[config.mk]
export PLATFORM = sky130hd
export DESIGN_NAME = fifo_spi_tx_flat
export DESIGN_NICKNAME = d
export VERILOG_FILES = /design/src/rtl/fifo_spi_tx_pkg.sv /design/src/rtl/fifo_spi_tx_if.sv /design/src/rtl/fifo_spi_tx_half_tick.sv /design/src/rtl/fifo_spi_tx.sv /design/src/flat_wrapper.sv
export SDC_FILE = /design/constraint.sdc
export NUM_CORES = 1
export LEC_CHECK = 0
export CAP_MARGIN = 25
export CORE_MARGIN = 1.5
export CORE_UTILIZATION = 35
export DETAILED_ROUTE_END_ITERATION = 7
export PLACE_DENSITY = 0.64
export SYNTH_ARGS = -nofsm -noshare
export SYNTH_HDL_FRONTEND = slang
export SYNTH_SLANG_ARGS = --single-unit
[constraint.sdc]
create_clock -name clk -period 3.83 [get_ports clk]
set_clock_uncertainty 0.15 [all_clocks]
set_input_delay 0.766 -clock clk [delete_from_list [all_inputs] [get_ports clk]]
set_output_delay 0.766 -clock clk [all_outputs]
set_load 0.01 [all_outputs]
[src/rtl/fifo_spi_tx_pkg.sv]
// Shared types and constants for the FIFO-to-LCD SPI transmitter.
package fifo_spi_tx_pkg;

  typedef enum logic [2:0] {
    ST_IDLE,
    ST_LOAD,
    ST_SCK_LO,
    ST_SCK_HI,
    ST_NEXT
  } state_t;

  localparam int DC_BIT     = 8;
  localparam int CLKDIV_DEF = 2;

  // Width of a down-counter that must hold CLKDIV-1.
  function automatic int div_w(input int div);
    return (div > 1) ? $clog2(div) : 1;
  endfunction

endpackage

[src/rtl/fifo_spi_tx_if.sv]
// FIFO read port, enable/busy and LCD SPI pins of the transmitter.
interface fifo_spi_tx_if
  import fifo_spi_tx_pkg::*;
#(
  parameter int DATABITS = DC_BIT + 1
);
  logic                enable;
  logic                busy;
  logic [DATABITS-1:0] fifo_read_data;
  logic                fifo_empty;
  logic                fifo_read_en;
  logic                spi_sck;
  logic                spi_mosi;
  logic                spi_cs_n;
  logic                spi_dc;

  modport master (
    input  enable, fifo_read_data, fifo_empty,
    output busy, fifo_read_en, spi_sck, spi_mosi, spi_cs_n, spi_dc
  );

  modport slave (
    output enable, fifo_read_data, fifo_empty,
    input  busy, fifo_read_en, spi_sck, spi_mosi, spi_cs_n, spi_dc
  );
endinterface

[src/rtl/fifo_spi_tx_half_tick.sv]
// Loadable CLKDIV down-counter; tc marks the last cycle of an SCK half-period.
module spi_half_tick
  import fifo_spi_tx_pkg::*;
#(
  parameter int CLKDIV = CLKDIV_DEF
) (
  input  logic clk,
  input  logic rst,
  input  logic load,
  output logic tc
);
  localparam int W = div_w(CLKDIV);

  logic [W-1:0] cnt;

  always_ff @(posedge clk or negedge rst) begin
    if (!rst)             cnt <= '0;
    else if (load)        cnt <= W'(CLKDIV - 1);
    else if (cnt != '0)   cnt <= cnt - 1'b1;
  end

  assign tc = (cnt == '0);
endmodule

[src/rtl/fifo_spi_tx.sv]
// Drains {dc,byte} words from the FIFO and shifts them out as SPI mode 0,
// MSB first, keeping CS low across back-to-back bytes.
module fifo_spi_tx
  import fifo_spi_tx_pkg::*;
#(
  parameter int DATABITS = DC_BIT + 1,
  parameter int CLKDIV   = CLKDIV_DEF
) (
  input logic          clk,
  input logic          rst,
  fifo_spi_tx_if.master bus
);
  state_t     state;
  logic [6:0] shreg;    // bits still to send after the one on MOSI
  logic [2:0] bit_cnt;
  logic       sck_q, mosi_q, cs_n_q, dc_q;
  logic       tc, tick_load;

  // Reload at LOAD and at every half-period boundary so each phase is CLKDIV long.
  assign tick_load = (state == ST_LOAD) ||
                     (((state == ST_SCK_LO) || (state == ST_SCK_HI)) && tc);

  spi_half_tick #(.CLKDIV(CLKDIV)) u_tick (
    .clk  (clk),
    .rst  (rst),
    .load (tick_load),
    .tc   (tc)
  );

  always_ff @(posedge clk or negedge rst) begin
    if (!rst) begin
      state   <= ST_IDLE;
      shreg   <= '0;
      bit_cnt <= '0;
      sck_q   <= 1'b0;
      mosi_q  <= 1'b0;
      cs_n_q  <= 1'b1;
      dc_q    <= 1'b0;
    end else begin
      case (state)
        ST_IDLE: if (bus.enable && !bus.fifo_empty) state <= ST_LOAD;
        ST_LOAD: begin
          shreg   <= bus.fifo_read_data[6:0];
          dc_q    <= bus.fifo_read_data[DC_BIT];
          mosi_q  <= bus.fifo_read_data[7];
          cs_n_q  <= 1'b0;
          bit_cnt <= 3'd7;
          state   <= ST_SCK_LO;
        end
        ST_SCK_LO: if (tc) begin
          sck_q <= 1'b1;
          state <= ST_SCK_HI;
        end
        ST_SCK_HI: if (tc) begin
          sck_q <= 1'b0;
          if (bit_cnt == 3'd0) begin
            state <= ST_NEXT;
          end else begin
            mosi_q  <= shreg[6];
            shreg   <= {shreg[5:0], 1'b0};
            bit_cnt <= bit_cnt - 3'd1;
            state   <= ST_SCK_LO;
          end
        end
        ST_NEXT: begin
          if (bus.enable && !bus.fifo_empty) begin
            state <= ST_LOAD;
          end else begin
            cs_n_q <= 1'b1;
            mosi_q <= 1'b0;
            state  <= ST_IDLE;
          end
        end
        default: state <= ST_IDLE;
      endcase
    end
  end

  assign bus.fifo_read_en = (state == ST_LOAD);
  assign bus.busy         = (state != ST_IDLE);
  assign bus.spi_sck      = sck_q;
  assign bus.spi_mosi     = mosi_q;
  assign bus.spi_cs_n     = cs_n_q;
  assign bus.spi_dc       = dc_q;
endmodule

[src/flat_wrapper.sv]
// flat-port wrapper written by rule: the top's interface ports become plain ports
module fifo_spi_tx_flat import fifo_spi_tx_pkg::*;
#(
  parameter int DATABITS = DC_BIT + 1,
  parameter int CLKDIV   = CLKDIV_DEF
)
  (clk, rst, bus_enable, bus_fifo_read_data, bus_fifo_empty, bus_busy, bus_fifo_read_en, bus_spi_sck, bus_spi_mosi, bus_spi_cs_n, bus_spi_dc);
  fifo_spi_tx_if #(.DATABITS(DATABITS)) bus_i ();
  input logic clk;
  input logic rst;
  input wire logic [$bits(bus_i.enable)-1:0] bus_enable;
  input wire logic [$bits(bus_i.fifo_read_data)-1:0] bus_fifo_read_data;
  input wire logic [$bits(bus_i.fifo_empty)-1:0] bus_fifo_empty;
  output wire logic [$bits(bus_i.busy)-1:0] bus_busy;
  output wire logic [$bits(bus_i.fifo_read_en)-1:0] bus_fifo_read_en;
  output wire logic [$bits(bus_i.spi_sck)-1:0] bus_spi_sck;
  output wire logic [$bits(bus_i.spi_mosi)-1:0] bus_spi_mosi;
  output wire logic [$bits(bus_i.spi_cs_n)-1:0] bus_spi_cs_n;
  output wire logic [$bits(bus_i.spi_dc)-1:0] bus_spi_dc;
  assign bus_i.enable = bus_enable;
  assign bus_i.fifo_read_data = bus_fifo_read_data;
  assign bus_i.fifo_empty = bus_fifo_empty;
  assign bus_busy = bus_i.busy;
  assign bus_fifo_read_en = bus_i.fifo_read_en;
  assign bus_spi_sck = bus_i.spi_sck;
  assign bus_spi_mosi = bus_i.spi_mosi;
  assign bus_spi_cs_n = bus_i.spi_cs_n;
  assign bus_spi_dc = bus_i.spi_dc;
  fifo_spi_tx #(.DATABITS(DATABITS), .CLKDIV(CLKDIV)) u_core (.clk(clk), .rst(rst), .bus(bus_i));
endmodule
Word-level counts from Yosys, hierarchy flattened
Index checks and enable logic that the tools add are counted.
{ "word_totals": {"register_bits": 18, "word_cells": 60} }
{ "op_classes": {"n_mux": 23, "eq_ne": 9, "n_bitwise": 1, "add_sub_neg": 2, "reduce_logical": 17} }
{ "op_table": {"columns": ["cell", "n"], "rows": [
  ["3-bit 2-to-1 mux", 6],
  ["3-bit one-hot mux with 5 select lines", 1],
  ["7-bit 2-to-1 mux", 2],
  ["7-bit one-hot mux with 2 select lines", 1],
  ["1-bit 2-to-1 mux", 9],
  ["3-bit AND reduction", 3],
  ["2-bit inequality test (second input constant)", 4],
  ["3-bit by 2-bit == test with 1-bit output (second input constant)", 2],
  ["3-bit zero test", 2],
  ["3-bit one-hot mux with 2 select lines", 1],
  ["2-bit nonzero test", 3],
  ["3-bit nonzero test", 2],
  ["1-bit one-hot mux with 2 select lines", 2],
  ["4-bit AND reduction", 1],
  ["3-bit by 1-bit == test with 1-bit output (second input constant)", 1],
  ["3-bit == test (second input constant)", 1],
  ["1-bit one-hot mux with 3 select lines", 1],
  ["3-bit by 1-bit subtractor with 3-bit output (second input constant)", 1],
  ["1-bit logical AND", 2],
  ["1-bit logical OR", 2],
  ["2-bit by 1-bit inequality test with 1-bit output (second input constant)", 1],
  ["2-bit AND reduction", 1],
  ["1-bit zero test", 1],
  ["1-bit inverter", 1],
  ["1-bit subtractor (second input constant)", 1]
]} }

Logic depth before layout (Yosys ltp)
Gate-level depths: netlist of the first run.
{ "logic_depth": {"word_depth": 5, "depth_mapped": 7, "ltp_nobuf": 6} }

By module
Synthesis of the first run repeated with hierarchy kept, for this count alone.
{ "unflattened": {"cells_unflattened": 88, "area_unflattened_um2": 887.1} }
{ "modules_own_cells": {"columns": ["mod", "area_per_inst_um2", "seq_area_each_um2", "cells_each", "n_inst"], "rows": [
  ["fifo_spi_tx", 858.3, 426.7, 86, 1],
  ["spi_half_tick", 28.8, 25.0, 2, 1]
]} }

Least setup slack after synthesis of the first run
Ideal clock, no wire load.
{ "synth_timing": {"kind": "reg2out", "start": "register u_core.state[1]", "end": "output port bus_fifo_read_en", "stages_incl_launch_ff": 3, "arrival_ns": 0.802, "path_buffers": 1, "slack_ns": 2.112, "required_ns": 2.914, "cell_sequence": "dfrtp_1 buf_6 nor3_4"} }
{ "synth_via": {"elab_chain_len": 1} }
{ "synth_rtl": {"columns": ["element", "line", "text"], "rows": [
  ["from (decl)", "fifo_spi_tx.sv:13", "state_t state;"],
  ["from (signal assigned)", "fifo_spi_tx.sv:32", "state <= ST_IDLE;"],
  ["from (signal assigned)", "fifo_spi_tx.sv:41", "ST_IDLE: if (bus.enable && !bus.fifo_empty) state <= ST_LOAD;"],
  ["from (signal assigned)", "fifo_spi_tx.sv:48", "state <= ST_SCK_LO;"],
  ["3-bit by 1-bit == test with 1-bit output", "fifo_spi_tx.sv:79", "assign bus.fifo_read_en = (state == ST_LOAD);"],
  ["to (decl)", "flat_wrapper.sv:15", "output wire logic [$bits(bus_i.fifo_read_en)-1:0] bus_fifo_read_en;"]
]} }
Every way passes these cells.

Worst setup path after layout of the first run
{ "layout_timing": {"start": "register u_core.state[0]", "end": "output port bus_fifo_read_en"} }
Same word-level chain as after synthesis.

==> results of run 1 <==
## power by group through the flow
stage,Sequential [W],Clock (W),Combinational (W)
finish,0.000363,0.000101,0.000426
global route,0.000377,0.000115,0.000478
CTS,0.000361,0.000108,0.000432
detailed placement,0.000366,0,0.000430
global placement,0.000360,0,0.000420
floorplan,0.000336,0,0.000365
## per-layer routing
| layer | GRT usage, % | wire, um | vias up |
|---|---|---|---|
| li1 | - | - | 378 |
| met1 | 18.4 | 913 | 373 |
| met2 | 21.9 | 962 | 13 |
| met3 | 5.12 | 83 | 2 |
| met4 | 4.08 | 13 | 0 |
| met5 | 0 | 0 | - |
## area by class of cell
| class | count | area share (%) |
|---|---|---|
| Timing Repair Buffer | 18 | 15.4 |
| Multi-Input combinational cell | 65 | 38.5 |
| Clock buffer | 4 | 2.25 |
| Sequential cell | 18 | 38.7 |
| Inverter | 6 | 1.93 |
| Tap cell | 30 | 3.22 |
## logic make-up after synthesis
family          Yosys count  share of synthesized area [%]
compound gates           32                           25.4
simple gates             29                           15.9
flops                    18                           46.2
buf+inv                  12                           7.81
mux                       2                           2.18
fa+ha+maj                 2                           2.56
## final timing paths
check	endpoint	slack, ns	cells after the start
worst max-delay path	bus_fifo_read_en	1.15	3
worst min-delay path	u_core.bus.spi_sck$_DFFE_PN0P_	0.35	2
worst max register to register	u_core.shreg[0]$_DFFE_PN0P_	1.83	3
worst min register to register	u_core.bus.spi_sck$_DFFE_PN0P_	0.35	2
max in group asynchronous	u_core.shreg[1]$_DFFE_PN0P_	2.24	1
min in group asynchronous	u_core.state[2]$_DFFE_PN0P_	0.77	1
## state kept, by name, indices dropped and copies added, names as in the netlist
name	flops
u_core.u_tick.cnt	1
u_core.bus.spi_cs_n	1
u_core.bus.spi_mosi	1
u_core.bit_cnt	3
u_core.state	3
u_core.bus.spi_dc	1
u_core.shreg	7
u_core.bus.spi_sck	1
## worst min-delay path, stage by stage (launching register included)
cell     delay, ns
dfrtp_1       0.37
nand2_1       0.05
o21ai_0       0.06
## per-stage QoR
stage          worst slack, ns  utilization (%)  hold slack (ns)
3_3_place_gp              1.53             44.4            0.337
6_report                  1.15             45.5            0.347
4_1_cts                   1.14             45.5            0.353
2_1_floorplan             2.11                -            0.316
3_5_place_dp              1.49             44.4            0.327
5_1_grt                   1.03             45.5            0.400
## placed cells by master (no fill, tap or decap), types with 2 or more instances in the layout
cell,instances
clkdlybuf4s50_1,18
nand2_1,17
dfrtp_1,17
a21oi_1,9
a41oi_1,6
inv_1,5
o21ai_0,4
clkbuf_4,3
nor2b_2,2
and3_1,2
nand3_2,2
nor2_1,2
o211ai_1,2
o21ai_1,2
ha_1,2
==> out/qor.yml, run 1 <==
synth:
  ys_types: 33
  yosysTopAreaCellShare_pct: 43.5
  synthTopCellsByArea: "dfrtp_1 (44%), nand2_1 (6.5%), a41oi_1 (5.4%), a21oi_1 (4.6%), buf_6 (3.5%)"
  seq_area_frac_synth_pct: 46.2
  syn_inst: 95
  synth_edf_count: 0
  yosysWarnings: 0
  synth-main-ff-cell: "dfrtp_1"
  syn-num-nets: 110
  yosysTopAreaCell: "dfrtp_1"
  ys_ff_latch: 18
  synth.avg_cell_area_um2: 10.3
  async_reset_ff_share_pct: 100
  synth_common_cells: "dfrtp_1 (17), nand2_1 (17), a21oi_1 (9)"
  syn_area_um2: 977
clock_tree:
  postCtsSetupBuffers: 0
  clock_sink_count: 18
  clock_tree.buffer_depth: 2
  post_cts_resized: 0
  cts.clk_slew.worst_paths_ns: 0.11
  cts_tree: "yes"
  h-tree-depth: 1
  clk-insertion-delay-late_ns: 0.30
  cts_hold_buf: 0
  cts_inserted_buffers: 3
  cts_root_buf: "clkbuf_4"
cells_and_area:
  layout-drive-gt1-share_pct: 14.4
  nNetsFinal: 127
  areaGrowthSynthToFinish_pct: 19.5
  stdcell_area_mm2: 0.00117
  final_cell_count_no_fill: 141
  register_area_um2: 452
  multiInputGateArea_um2: 449
  fill_cells: 267
  diodes: 0
global_route:
  grt_start_max_net_pins: 19
  grt_overflow: 0
  grt_pass1_wl_um: 3460
  grt_usage_pct: 14.1
  grt_pass1_vias: 752
  antenna_found_initial: 0
power:
  p_seq_share_pct: 40.8
  p_leak_nw: 0.492
  power_w: 0.000890
  switching_share_pct: 42.3
  power.switching_w: 0.000377
  peakVddDrop_uv: 347
  combPwrFrac_pct: 47.8
  power_density_mw_per_mm2: 762
  power_frac_clock_pct: 11.4
  internal_power_w: 0.000513
setup_path:
  cp-end-kind: "output port"
  critPathSlowestCell: "clkdlybuf4s50_1"
  critPathLaunch: "u_core.state[0]$_DFFE_PN0P_"
  cp_max_fo: 11
  cp.buffers_inverters: 2
  start_kind: "register"
  worstPathCellList: "inv_1 -> nor3_4 -> clkdlybuf4s50_1"
  cp.arrival_ns: 1.76
  critPathKind: "reg2out"
  worstPathRequired_ns: 2.91
  cp_slowest_stage_delay_ns: 0.57
  rr_startpoint: "u_core.state[0]$_DFFE_PN0P_"
  path_delay_family: "buffers and inverters"
place:
  dp.cells: 137
  dp_hpwl_um: 1420
  placed_cell_area_mm2: 0.00114
  io_buffers: 18
  place_congestion: 0.864
timing:
  post-route-min-period_ns: 2.68
  finalHoldViolCount: 0
  slew_headroom_pct: 45.2
  report.final.slew_viol_count: 0
  rsz0062_at_grt: "false"
  worstMarginPinSlew_ns: 0.819
  setup_violations: 0
  fin_crit_sh_pct: 70.0
  fmax_ghz: 0.373
  final.setup.tns_ns: 0
die:
  die-area_mm2: 0.00312
  rows: 18
  die_y_um: 55.8
  num_io_pins: 19
  start_util_pct: 38.1
  die_x_um: 55.8
  coreArea_mm2: 0.00257
outcome:
  status: "complete, no violations"
route:
  wl_per_cell_um: 14.0
  drc: 0
  drt_pass1_iterations: 4
  wirelength_um: 1970
  final_antenna_net_count: 0
  via_per_inst: 5.43
  drtIter0Drc: 23
  vias: 766
hold_path:
  worstHoldPathType: "reg2reg"
  min-delay-start: "u_core.bus.spi_sck$_DFFE_PN0P_"
flow_run:
  drv_cap: 0
(Power assumes the default switching activity.)
==> run 2, diff against run 1 <==
PLACE_DENSITY = 0.66   (was 0.64)
clock period = 2.4 ns   (was 3.83 ns; I/O delays follow)
==> run 2 against run 1 <==
Sequential cell count did not move; combinational power rose by 64%; hold slack gained 0.0016 ns; first-iteration DRC count fell by 43%; utilization rose by 0.68 points; largest power group unchanged; highest routed layer unchanged.
==> out/qor.yml, run 2 (synthesis results as in run 1) <==
outcome:
  status: "complete, no violations"
setup_path:
  worstPathRequired_ns: 1.77  # -1.14 ns
  rr_startpoint: "u_core.bit_cnt[0]$_DFFE_PN0P_"
  reg2regPathDepth: 6  # +3
  cp.arrival_ns: 1.63  # -0.13 ns
  r2r_slack_ns: 0.56  # -1.27 ns
  worst_r2r_endpoint: "u_core.shreg[0]$_DFFE_PN0P_"
  cp-end-kind: "output port"
  critPathKind: "reg2out"
  start_kind: "register"
  critPathLaunch: "u_core.state[0]$_DFFE_PN0P_"
  cp_max_fo: 11  # unchanged
hold_path:
  min_path_cells: 2  # unchanged
  hold_end: "u_core.bus.spi_sck$_DFFE_PN0P_"
  min-delay-start: "u_core.bus.spi_sck$_DFFE_PN0P_"
  worstHoldPathType: "reg2reg"
cells_and_area:
  nNetsFinal: 129  # +1.6%
  areaGrowthSynthToFinish_pct: 21.3
  layout_commonest_cell: "clkdlybuf4s50_1"
  layout-drive-gt1-share_pct: 17.7  # +3.3 points
  diodes: 0  # unchanged
  layout_common_cells: "clkdlybuf4s50_1 (18), nand2_1 (17), dfrtp_1 (15)"
  largest_register_ffs: 7  # unchanged
  reg_top3: "u_core.shreg: 7 flops, u_core.bit_cnt: 3 flops, u_core.state: 3 flops"
  top_register: "u_core.shreg"
power:
  power_w: 0.00143  # +61%
  p_leak_nw: 0.500  # +1.6%
  power_density_mw_per_mm2: 1210  # +59%
  peakVddDrop_uv: 526  # +52%
route:
  wirelength_um: 1940  # -1.9%
  drc: 0  # unchanged
  vias: 748  # -2.3%
  wl_per_cell_um: 13.5  # -3.2%
  final_antenna_net_count: 0  # unchanged
  drtIter0Drc: 13  # -43%
  drt_pass1_iterations: 4  # unchanged
  via_per_inst: 5.23  # -3.7%
die:
  coreArea_mm2: 0.00257  # unchanged
  rows: 18  # unchanged
  start_util_pct: 38.1  # unchanged
  die-area_mm2: 0.00312  # unchanged
  num_io_pins: 19  # unchanged
  die_y_um: 55.8  # unchanged
  die_x_um: 55.8  # unchanged
clock_tree:
  postCtsSetupBuffers: 0  # unchanged
  h-tree-depth: 1  # unchanged
  clk-insertion-delay-late_ns: 0.28  # -0.02 ns
  post_cts_resized: 0  # unchanged
  cts_inserted_buffers: 3  # unchanged
  cts_root_buf: "clkbuf_4"
  clock_sink_count: 18  # unchanged
  cts_hold_buf: 0  # unchanged
  cts_tree: "yes"
  cts.clk_slew.worst_paths_ns: 0.10  # about the same
  clock_tree.buffer_depth: 2  # unchanged
timing:
  finalHoldViolCount: 0  # unchanged
  rsz0062_at_grt: "false"
  post-route-min-period_ns: 2.26
  setup_violations: 0  # unchanged
  fin_crit_sh_pct: 94.0
  slew_headroom_pct: 71.1  # +26 points
  fmax_ghz: 0.443
  worstMarginPinSlew_ns: 0.431  # -0.388 ns
  report.final.slew_viol_count: 0  # unchanged
  final.setup.tns_ns: 0  # unchanged
global_route:
  grt_pass1_vias: 708  # -5.9%
  antenna_found_initial: 0  # unchanged
  grt_overflow: 0  # unchanged
  grt_start_max_net_pins: 19  # unchanged
  grt_pass1_wl_um: 3060  # -12%
  grt_usage_pct: 12.3  # -1.8 points
place:
  io_buffers: 18  # unchanged
  dp_hpwl_um: 1350  # -4.6%
  place_congestion: 0.862  # -0.24%
flow_run:
  drv_cap: 0  # unchanged
[run 2: critical path, cell delays in order, from the launching register on]
cell and delay, ns:
dfrtp_2 0.48, inv_1 0.12, nor3_4 0.17, clkdlybuf4s50_1 0.57
[run 2: report_power, final]
part	internal, W	switching [W]	leakage (nW)	total, W
Combinational	0.000325	0.000373	0.284	0.000698
Sequential	0.000445	0.000137	0.201	0.000582
Clock	0.0000645	0.0000901	0.0150	0.000155
Total	0.000835	0.000600	0.500	0.00143
[run 2: layer usage]
layer / GRT usage (%) / share of wire (%) / vias up
met5: 0 / 0 / -
met3: 2.79 / 3.0 / 2
met4: 5.10 / 0.67 / 0
li1: - / - / 380
met1: 16.4 / 48 / 353
met2: 19.2 / 48 / 13
[run 2: area by class of cell]
cell class	count	area (um2)
clock buffer	4	26.3
fill	253	1380
multi-input combinational	65	449
sequential	18	454
timing repair buffer	20	195
tap	30	37.5
inverter	6	22.5
[run 2: stage by stage]
step	cell area, um2	util, %	hold WS [ns]	setup slack [ns]	cells
2_1_floorplan	977	-	0.0344	0.885	95
3_3_place_gp	1160	45.0	0.334	0.387	139
3_5_place_dp	1160	45.0	0.335	0.368	139
4_1_cts	1180	46.1	0.359	0.0370	143
5_1_grt	1180	46.2	0.366	0.0787	143
6_report	1180	46.2	0.348	0.144	143
[run 2: worst max-delay path by stage]
stage	endpoint
finish	bus_fifo_read_en
global route	bus_fifo_read_en
CTS	bus_fifo_read_en
detailed placement	bus_fifo_read_en
global placement	bus_fifo_read_en
floorplan	u_core.bit_cnt[2]$_DFFE_PN0P_
